<file path="config.mk">
export PLATFORM = sky130hd
export DESIGN_NAME = fetch_unit_redirect
export DESIGN_NICKNAME = d
export VERILOG_FILES = /design/src/rtl/fetch_unit_redirect.sv
export SDC_FILE = /design/constraint.sdc
export NUM_CORES = 1
export LEC_CHECK = 0
export ABC_CLOCK_PERIOD_IN_PS = 3900
export CORE_ASPECT_RATIO = 0.75
export CORE_UTILIZATION = 46
export DETAILED_ROUTE_END_ITERATION = 8
export GPL_TIMING_DRIVEN = 0
export PLACE_DENSITY = 0.84
export SYNTH_ARGS = -nofsm -noshare
export SYNTH_HDL_FRONTEND = slang
export SYNTH_SLANG_ARGS = --single-unit
export TNS_END_PERCENT = 20
</file>
<file path="constraint.sdc">
create_clock -name clk -period 3.9 [get_ports clk]
set_clock_uncertainty 0.2 [all_clocks]
set_input_delay 0.975 -clock clk [delete_from_list [all_inputs] [get_ports clk]]
set_output_delay 0.975 -clock clk [all_outputs]
set_load 0.1 [all_outputs]
</file>
<file path="src/rtl/fetch_unit_redirect.sv">
// In-order fetch stage: pipelined I-mem requests, squash redirect with stale
// response dropping, and sequence-number tagging toward decode.
module fetch_unit_redirect #(
    parameter int          p_seq_num_bits  = 5,
    parameter int          p_max_in_flight = 4,
    parameter logic [31:0] p_reset_addr    = 32'h200
) (
    input  logic                      clk,
    input  logic                      rst,
    output logic                      mem_req_val,
    input  logic                      mem_req_rdy,
    output logic [31:0]               mem_req_addr,
    input  logic                      mem_resp_val,
    output logic                      mem_resp_rdy,
    input  logic [31:0]               mem_resp_data,
    output logic                      F_val,
    input  logic                      F_rdy,
    output logic [31:0]               F_inst,
    output logic [31:0]               F_pc,
    output logic [p_seq_num_bits-1:0] F_seq_num,
    input  logic                      squash_val,
    input  logic [31:0]               squash_target,
    input  logic [p_seq_num_bits-1:0] squash_seq_num,
    input  logic                      commit_val,
    input  logic [p_seq_num_bits-1:0] commit_seq_num
);

    localparam int                 SB       = p_seq_num_bits;
    localparam int                 CNT_W    = $clog2(p_max_in_flight + 1);
    localparam int                 PTR_W    = (p_max_in_flight > 1) ? $clog2(p_max_in_flight) : 1;
    localparam logic [CNT_W-1:0]   MAX_CNT  = CNT_W'(p_max_in_flight);
    localparam logic [CNT_W-1:0]   CNT_ONE  = CNT_W'(1);
    localparam logic [PTR_W-1:0]   LAST_PTR = PTR_W'(p_max_in_flight - 1);
    localparam logic [PTR_W-1:0]   PTR_ONE  = PTR_W'(1);
    localparam logic [SB-1:0]      SEQ_ONE  = SB'(1);
    localparam logic [SB-1:0]      SEQ_FULL = '1;

    logic [31:0]      pc;
    logic [31:0]      pc_fifo [p_max_in_flight];
    logic [PTR_W-1:0] head;
    logic [PTR_W-1:0] tail;
    logic [CNT_W-1:0] in_flight;
    logic [CNT_W-1:0] drop_cnt;
    logic [SB-1:0]    next_seq;
    logic [SB-1:0]    oldest_seq;
    logic             rst_q;

    logic             out_en;
    logic             drop_mode;
    logic             seq_avail;
    logic [SB-1:0]    outstanding;
    logic             req_xfer;
    logic             resp_xfer;
    logic             f_xfer;

    function automatic logic [PTR_W-1:0] ptr_inc(input logic [PTR_W-1:0] p);
        return (p == LAST_PTR) ? '0 : p + PTR_ONE;
    endfunction

    // Valids stay low in the reset cycle and the one after it.
    assign out_en       = !rst && !rst_q;
    assign drop_mode    = (drop_cnt != '0);
    assign outstanding  = next_seq - oldest_seq;
    assign seq_avail    = (outstanding != SEQ_FULL);

    assign mem_req_val  = out_en && (in_flight < MAX_CNT);
    assign mem_req_addr = squash_val ? squash_target : pc;
    assign mem_resp_rdy = out_en && (drop_mode || (F_rdy && seq_avail && !squash_val));

    assign F_val        = out_en && !drop_mode && mem_resp_val && seq_avail && !squash_val;
    assign F_inst       = mem_resp_data;
    assign F_pc         = pc_fifo[head];
    assign F_seq_num    = next_seq;

    assign req_xfer     = mem_req_val && mem_req_rdy;
    assign resp_xfer    = mem_resp_val && mem_resp_rdy;
    assign f_xfer       = F_val && F_rdy;

    // NOTE: state registers use non-blocking assignments so every update in
    // this block reads the pre-edge values, independent of statement order.
    always_ff @(posedge clk) begin
        rst_q <= rst;
        if (rst) begin
            pc         <= p_reset_addr;
            head       <= '0;
            tail       <= '0;
            in_flight  <= '0;
            drop_cnt   <= '0;
            next_seq   <= '0;
            oldest_seq <= '0;
        end else begin
            if (req_xfer) begin
                tail <= ptr_inc(tail);
                pc   <= mem_req_addr + 32'd4;
            end else if (squash_val) begin
                pc <= squash_target;
            end

            if (resp_xfer)
                head <= ptr_inc(head);

            in_flight <= in_flight + CNT_W'(req_xfer) - CNT_W'(resp_xfer);

            // Everything older than this cycle's request becomes stale.
            if (squash_val)
                drop_cnt <= in_flight - CNT_W'(resp_xfer);
            else if (drop_mode && resp_xfer)
                drop_cnt <= drop_cnt - CNT_ONE;

            if (squash_val)
                next_seq <= squash_seq_num + SEQ_ONE;
            else if (f_xfer)
                next_seq <= next_seq + SEQ_ONE;

            if (commit_val)
                oldest_seq <= commit_seq_num + SEQ_ONE;
        end
    end

    // NOTE: the PC storage is intentionally not reset; an entry is only read
    // after in_flight shows it was written, so reset only has to clear pointers.
    always_ff @(posedge clk) begin
        if (req_xfer)
            pc_fifo[tail] <= mem_req_addr;
    end

    always_ff @(posedge clk) begin
        if (!rst) begin
            assert (!(mem_resp_val && in_flight == '0))
                else $error("fetch_unit_redirect: response with no request outstanding");
            assert (drop_cnt <= in_flight)
                else $error("fetch_unit_redirect: drop count exceeds in-flight count");
        end
    end

endmodule

</file>
==> impl_metrics.ini, run 1 <==
[status]
status = finished, violations left
violations = negative setup slack

[die]
rows = 42
die_height_um = 118
fp.dieArea_sq_um = 18500
core_area_sq_um = 17600
die_x_um = 157
start_util_pct = 46.9
ios = 185

[power]
power_leakage_nw = 3.97
power.density_nw_per_um2 = 480
power_mw = 5.23
ir_worst_vdd_mv = 0.288

[logic_synthesis]
synth_xor_area_share_pct = 4.14
synth-seq-cells = 183
async_flop_share_pct = 0
synth_area_leaders = edfxtp_1 47%, dfxtp_1 13%, mux4_2 8.7%
ys.flop_type = edfxtp_1
syn_inst = 590
synth_cell_types = 53
synth_compound_area_share_pct = 5.37
synth-adder-area-share_pct = 3.22
synth-edff-count = 128
synth_top_family_by_area = multiplexers
ys_seq_area_share_pct = 59.9
synthMuxAreaShare_pct = 12.9
synth_nets = 691
syn_area_per_cell_sq_um = 14.0
ys_warn_count = 0
syn_area_sq_um = 8250
synthSimpleGateAreaFrac_pct = 9.07
netlist.top_cell.by_area = edfxtp_1
yosysTopAreaCellShare_pct = 46.6

[clock_tree]
cts_tree = yes
htreeDepth = 4
cts_hold_buf = 0
cts_sinks = 183
clockBufferDepth = 2
cts-root-buf = clkbuf_16
cts_buffers = 17
path_clk_slew_ns = 0.07
clk_latency_ns = 0.43

[worst_setup_path]
reg2reg_to = in_flight[2]
worstPathMaxFanout = 2
crit_type = flop to output pin
reg2reg_from = F_seq_num[0]
ff2ff_path_depth = 15
rrSetupSlack_ns = 0.28
crit_chain = inv_4 > ha_4 > fa_2 > nand2b_4 > a21oi_4 > xor2_2 > nor3_2 > or3b_4 > a21boi_4 > buf_12
cp.arrival_ns = 2.75
worstPathRequired_ns = 2.72
cpPeakStageDelay_ns = 0.42
cp-start-kind = flop
end_kind = output pin
critPathSlowestCell = or3b_4

[min_path]
holdPathEnd = oldest_seq[2]
hp-class = flop to flop
hold_start = oldest_seq[2]
hold_depth = 2

[detailed_routing]
final_antenna_net_count = 0
wl_um = 20000
drc = 0
wire_per_inst_um = 19.5
vias_per_cell = 5.37
first_iter_violations = 382
dr.pass1.iters = 5
num_vias = 5494

[layout]
area_delta_synth_final_pct = 31.9
final_util_pct = 61.8
fin_nets = 870
n_antenna_cell = 0
stdcell_count = 1024
drive_above_1_share_pct = 27.6

[job]
cap_violations = 0

[grt]
grt_pass1_wl_um = 30700
antenna_found_initial = 0
grt_pass1_vias = 5680
grt_max_degree = 33
grtUsageTotal_pct = 22.8
overflow = 0

[place]
port_buffers = 151
dp.cells = 983
hpwl_um = 13600
place.gp.congestion = 0.820

[sta]
tns_ns = -0.0210
min_period_ns = 3.92
grt_setup_unrepaired = yes
period_share_pct = 101
hold_viol_final = 0
max_freq_mhz = 255
setup_violations = 1
drv_slew = 0
worst_pin_slew_ns = 1.05
slew_headroom_pct = 29.9
timing.final.ws_setup_ns = -0.0210
## synth_stat cells, drive strengths merged (2+ instances only)
| library cell | count |
|---|---|
| nor2 | 42 |
| nand2 | 17 |
| nand3b | 7 |
| a21o | 3 |
| o31ai | 2 |
| and3 | 3 |
| nor4 | 2 |
| xnor2 | 27 |
| and2 | 4 |
| nand3 | 19 |
| a32o | 3 |
| a211oi | 10 |
| a221oi | 2 |
| clkbuf | 10 |
| mux2i | 15 |
| nor3 | 16 |
| a311oi | 2 |
| xor2 | 12 |
| fa | 2 |
| buf | 44 |
| a31oi | 4 |
| edfxtp | 128 |
| a21oi | 21 |
| inv | 28 |
| or3 | 4 |
| nor2b | 8 |
| mux2 | 17 |
| nand2b | 4 |
| nor4b | 2 |
| mux4 | 32 |
| and3b | 2 |
| ha | 18 |
| dfxtp | 55 |
| o21a | 3 |
| o21ai | 8 |
| nand4 | 5 |
## critical path: cells and delay by family, from the launching register on
family                   cells  cell delay (ns)
flip-flops                   1             0.36
adder cells (fa/ha/maj)      2             0.55
AND/OR/NAND/NOR              3             0.65
buffers and inverters        2             0.23
XOR/XNOR                     1             0.17
AO/OA/AOI/OAI                2             0.34
## cells by family (layout without fill, tap and decap cells)
group                    after synthesis  count (layout)
AO/OA/AOI/OAI                         63              63
adder cells (fa/ha/maj)               20              20
multiplexers                          64              64
flip-flops                           183             183
AND/OR/NAND/NOR                      139             139
XOR/XNOR                              39              39
buffers and inverters                 82             274
## worst max-delay path by stage
stage                  endpoint          from
2_1_floorplan      mem_resp_rdy  F_seq_num[3]
3_3_place_gp   mem_req_addr[16]    squash_val
3_5_place_dp   mem_req_addr[16]    squash_val
4_1_cts                F_pc[19]          flop
5_1_grt            mem_resp_rdy  F_seq_num[0]
6_report           mem_resp_rdy  F_seq_num[0]
## registers in the layout, indices dropped and copies added, names as in the netlist, named ones only
register / flops
drop_cnt: 3
oldest_seq: 5
rst_q: 1
head: 2
in_flight: 3
F_seq_num: 5
tail: 2
pc: 32
pc_fifo: 128
## layout make-up
class	instances	area, sq um
multi-input combinational	325	2960
sequential	183	4950
fill	1331	6720
clock inverter	15	211
inverter	28	110
timing repair buffer	160	1500
buffer	54	424
clock buffer	17	425
tap	242	303
## layout by cell type, fill, tap and decap left out, drive strengths merged, types with 10 or more instances in the layout
cell type | synthesis | layout
a21oi | 21 | 21
dfxtp | 55 | 55
edfxtp | 128 | 128
clkbuf | 10 | 37
xnor2 | 27 | 27
nor3 | 16 | 16
mux2i | 15 | 15
ha | 18 | 18
dlygate4sd2 | 0 | 14
clkdlybuf4s50 | 0 | 84
nand2 | 17 | 17
nor2 | 42 | 42
clkdlybuf4s15 | 0 | 26
mux2 | 17 | 17
inv | 28 | 35
a211oi | 10 | 10
mux4 | 32 | 32
nand3 | 19 | 19
xor2 | 12 | 12
buf | 44 | 68
## metal layers
layer  GRT usage, %  share of wire (%)  wire [um]  vias to the layer above
met5              0                  0          0                        -
met4           10.2                2.5        492                        0
met3           5.01                7.1       1410                       36
met2           37.9                 49       9860                      241
met1           28.4                 41       8190                     2698
li1               -                  -          -                     2519
## per-stage QoR
step | setup slack, ns | hold WS [ns] | instance area, sq um
after floorplan | -0.291 | 0.260 | 8310
after global placement | -1.64 | 0.276 | 10100
after detailed placement | -1.66 | 0.278 | 10100
after CTS | -0.105 | 0.290 | 10900
after global routing | -0.119 | 0.336 | 10900
final | -0.0210 | 0.291 | 10900
## report_power, final
group | switching (mW) | total (mW) | internal, mW
registers | 0.0353 | 2.19 | 2.15
clock network | 0.793 | 1.83 | 1.04
logic | 0.865 | 1.21 | 0.342
## repair_timing
item,in CTS,in global routing
resized for setup,240,22
setup buffers,9,0
pin swaps,6,0
setup endpoints to repair,79,32
Note: power is estimated with default switching activity, not from simulation.
==> run 2, diff against run 1 <==
--- a/config.mk
+++ b/config.mk
@@ -10,5 +10,6 @@
 export CORE_UTILIZATION = 46
+export CTS_CLUSTER_SIZE = 24
 export DETAILED_ROUTE_END_ITERATION = 8
 export GPL_TIMING_DRIVEN = 0
-export PLACE_DENSITY = 0.84
+export PLACE_DENSITY = 0.77
 export SYNTH_ARGS = -nofsm -noshare
==> constraint.sdc (replaced) <==
create_clock -name clk -period 3.9 [get_ports clk]
set_clock_uncertainty 0.2 [all_clocks]
set_input_delay 0.78 -clock clk [delete_from_list [all_inputs] [get_ports clk]]
set_output_delay 0.78 -clock clk [all_outputs]
set_load 0.1 [all_outputs]
==> impl_metrics.ini, run 2 (synthesis gave the netlist of run 1 again) <==
[place]
dp.cells = 983
port_buffers = 151
place_ws_ns = -1.60
place.gp.congestion = 0.846
hpwl_um = 13500

[sta]
holdWs_ns = 0.304
timing.final.ws_setup_ns = -0.159
grt_setup_unrepaired = yes
drv_slew = 0
setup_violations = 5
slew_headroom_pct = 33.6
period_share_pct = 104
max_freq_mhz = 246
min_period_ns = 4.06
tns_ns = -0.422
worst_pin_slew_ns = 0.992
hold_viol_final = 0

[power]
power.share.clock_pct = 34.9
switching_share_pct = 31.6
ir_worst_vdd_mv = 0.326
power_frac_comb_pct = 23.0
p_sw_mw = 1.64
power.density_nw_per_um2 = 483
power_frac_seq_pct = 42.1
p_int_mw = 3.56
power_leakage_nw = 3.92

[detailed_routing]
first_iter_violations = 466
wire_per_inst_um = 19.3
final_antenna_net_count = 0
wl_um = 19600
dr.pass1.iters = 5
vias_per_cell = 5.42
num_vias = 5511
drc = 0

[die]
fp.dieArea_sq_um = 18500
start_util_pct = 46.9
rows = 42
core_area_sq_um = 17600
die_x_um = 157
ios = 185
die_height_um = 118

[layout]
nFillCells = 1365
top_regs = pc_fifo: 128 flops, pc: 32 flops
largest_reg_flops = 128
n_antenna_cell = 0
final_util_pct = 61.1
stdcell_count = 1016
area_delta_synth_final_pct = 30.3
fin_nets = 863
drive_above_1_share_pct = 22.9
final_common_cell = edfxtp_1
final_cell_mix = 128 x edfxtp_1, 86 x clkdlybuf4s50_1, 53 x dfxtp_1
top_register = pc_fifo

[worst_setup_path]
worstPathRequired_ns = 2.92
worstPathMaxFanout = 10
cp-start-kind = input port
end_kind = output pin
reg2reg_from = F_seq_num[0]
crit_type = input port to output pin
cp.arrival_ns = 3.08
critPathLaunch = squash_val

[grt]
antenna_found_initial = 0
overflow = 0
grtUsageTotal_pct = 22.2
grt_pass1_vias = 5619
grt_pass1_wl_um = 30400
grt_max_degree = 33

[clock_tree]
cts_hold_buf = 0
htreeDepth = 4
cts_tree = yes
cts_buffers = 17
path_clk_slew_ns = 0.06
cts_sinks = 183
clockBufferDepth = 2
cts-root-buf = clkbuf_16
clk_latency_ns = 0.43

[min_path]
hold_start = tail[1]
hp-class = flop to flop

[status]
status = finished, violations left
violations = negative setup slack

[job]
cap_violations = 0
==> run 2: cell types whose count changed in the layout (fill, tap and decap cells not counted), sizes merged <==
cell           change
dlygate4sd2       +26
clkbuf             -6
clkdlybuf4s18      -1
inv                -3
clkdlybuf4s50      +2
clkdlybuf4s15     -19
buf                -8
clkinvlp           +1
bufinv             +1
dlymetal6s2s       -1
==> run 2: worst max-delay path: stages <==
cell	delay, ns
clkdlybuf4s50_1	0.52
buf_6	0.18
buf_2	0.32
mux2i_1	0.17
inv_1	0.20
dlygate4sd2_1	0.89
==> run 2: final cells by class <==
cell class              count  area (sq um)  share of cell area, %
plain buffers              54           407                   3.78
clock buffers              17           425                   3.96
clock inverters            14           198                   1.84
inverters                  28           108                   1.00
multi-input cells         325          2940                   27.4
flip-flops and latches    183          4950                   46.0
well taps                 242           303                   2.82
repair buffers            153          1420                   13.2
==> run 2: timing repair <==
action | 4_1_cts | 5_1_grt
pin swaps | 2 | 1
buffers inserted | 2 | 0
gates resized for setup | 184 | 15
setup endpoints to repair | 85 | 27
endpoints found under the hold margin | 0 | 0
==> run 2: worst paths after layout <==
check,depth (start not counted),to,slack [ns]
max,6,mem_req_addr[15],-0.16
min,2,tail[1],0.30
max reg2reg,15,in_flight[2],0.27
min reg2reg,2,tail[1],0.30
==> run 2: through the flow <==
stage	cell area (sq um)	power [mW]
after floorplan	8280	3.12
after global placement	10100	3.40
after detailed placement	10100	3.42
after CTS	10700	5.20
after global routing	10800	5.34
final	10800	5.20
==> run 2: power groups by stage <==
stage / combinational, mW / sequential, mW / clock (mW)
3_3_place_gp: 1.17 / 2.23 / 0
2_1_floorplan: 0.874 / 2.25 / 0
3_5_place_dp: 1.19 / 2.23 / 0
5_1_grt: 1.25 / 2.19 / 1.90
4_1_cts: 1.18 / 2.19 / 1.82
6_report: 1.19 / 2.19 / 1.81
==> run 2: metal layers <==
metal  track usage [%]  vias up  part of all wire, %
li1                  -     2512                    -
met1              30.7     2730                   44
met2              36.1      250                   48
met3              4.82       19                  7.3
met4              4.53        0                  1.1
met5                 0        -                    0
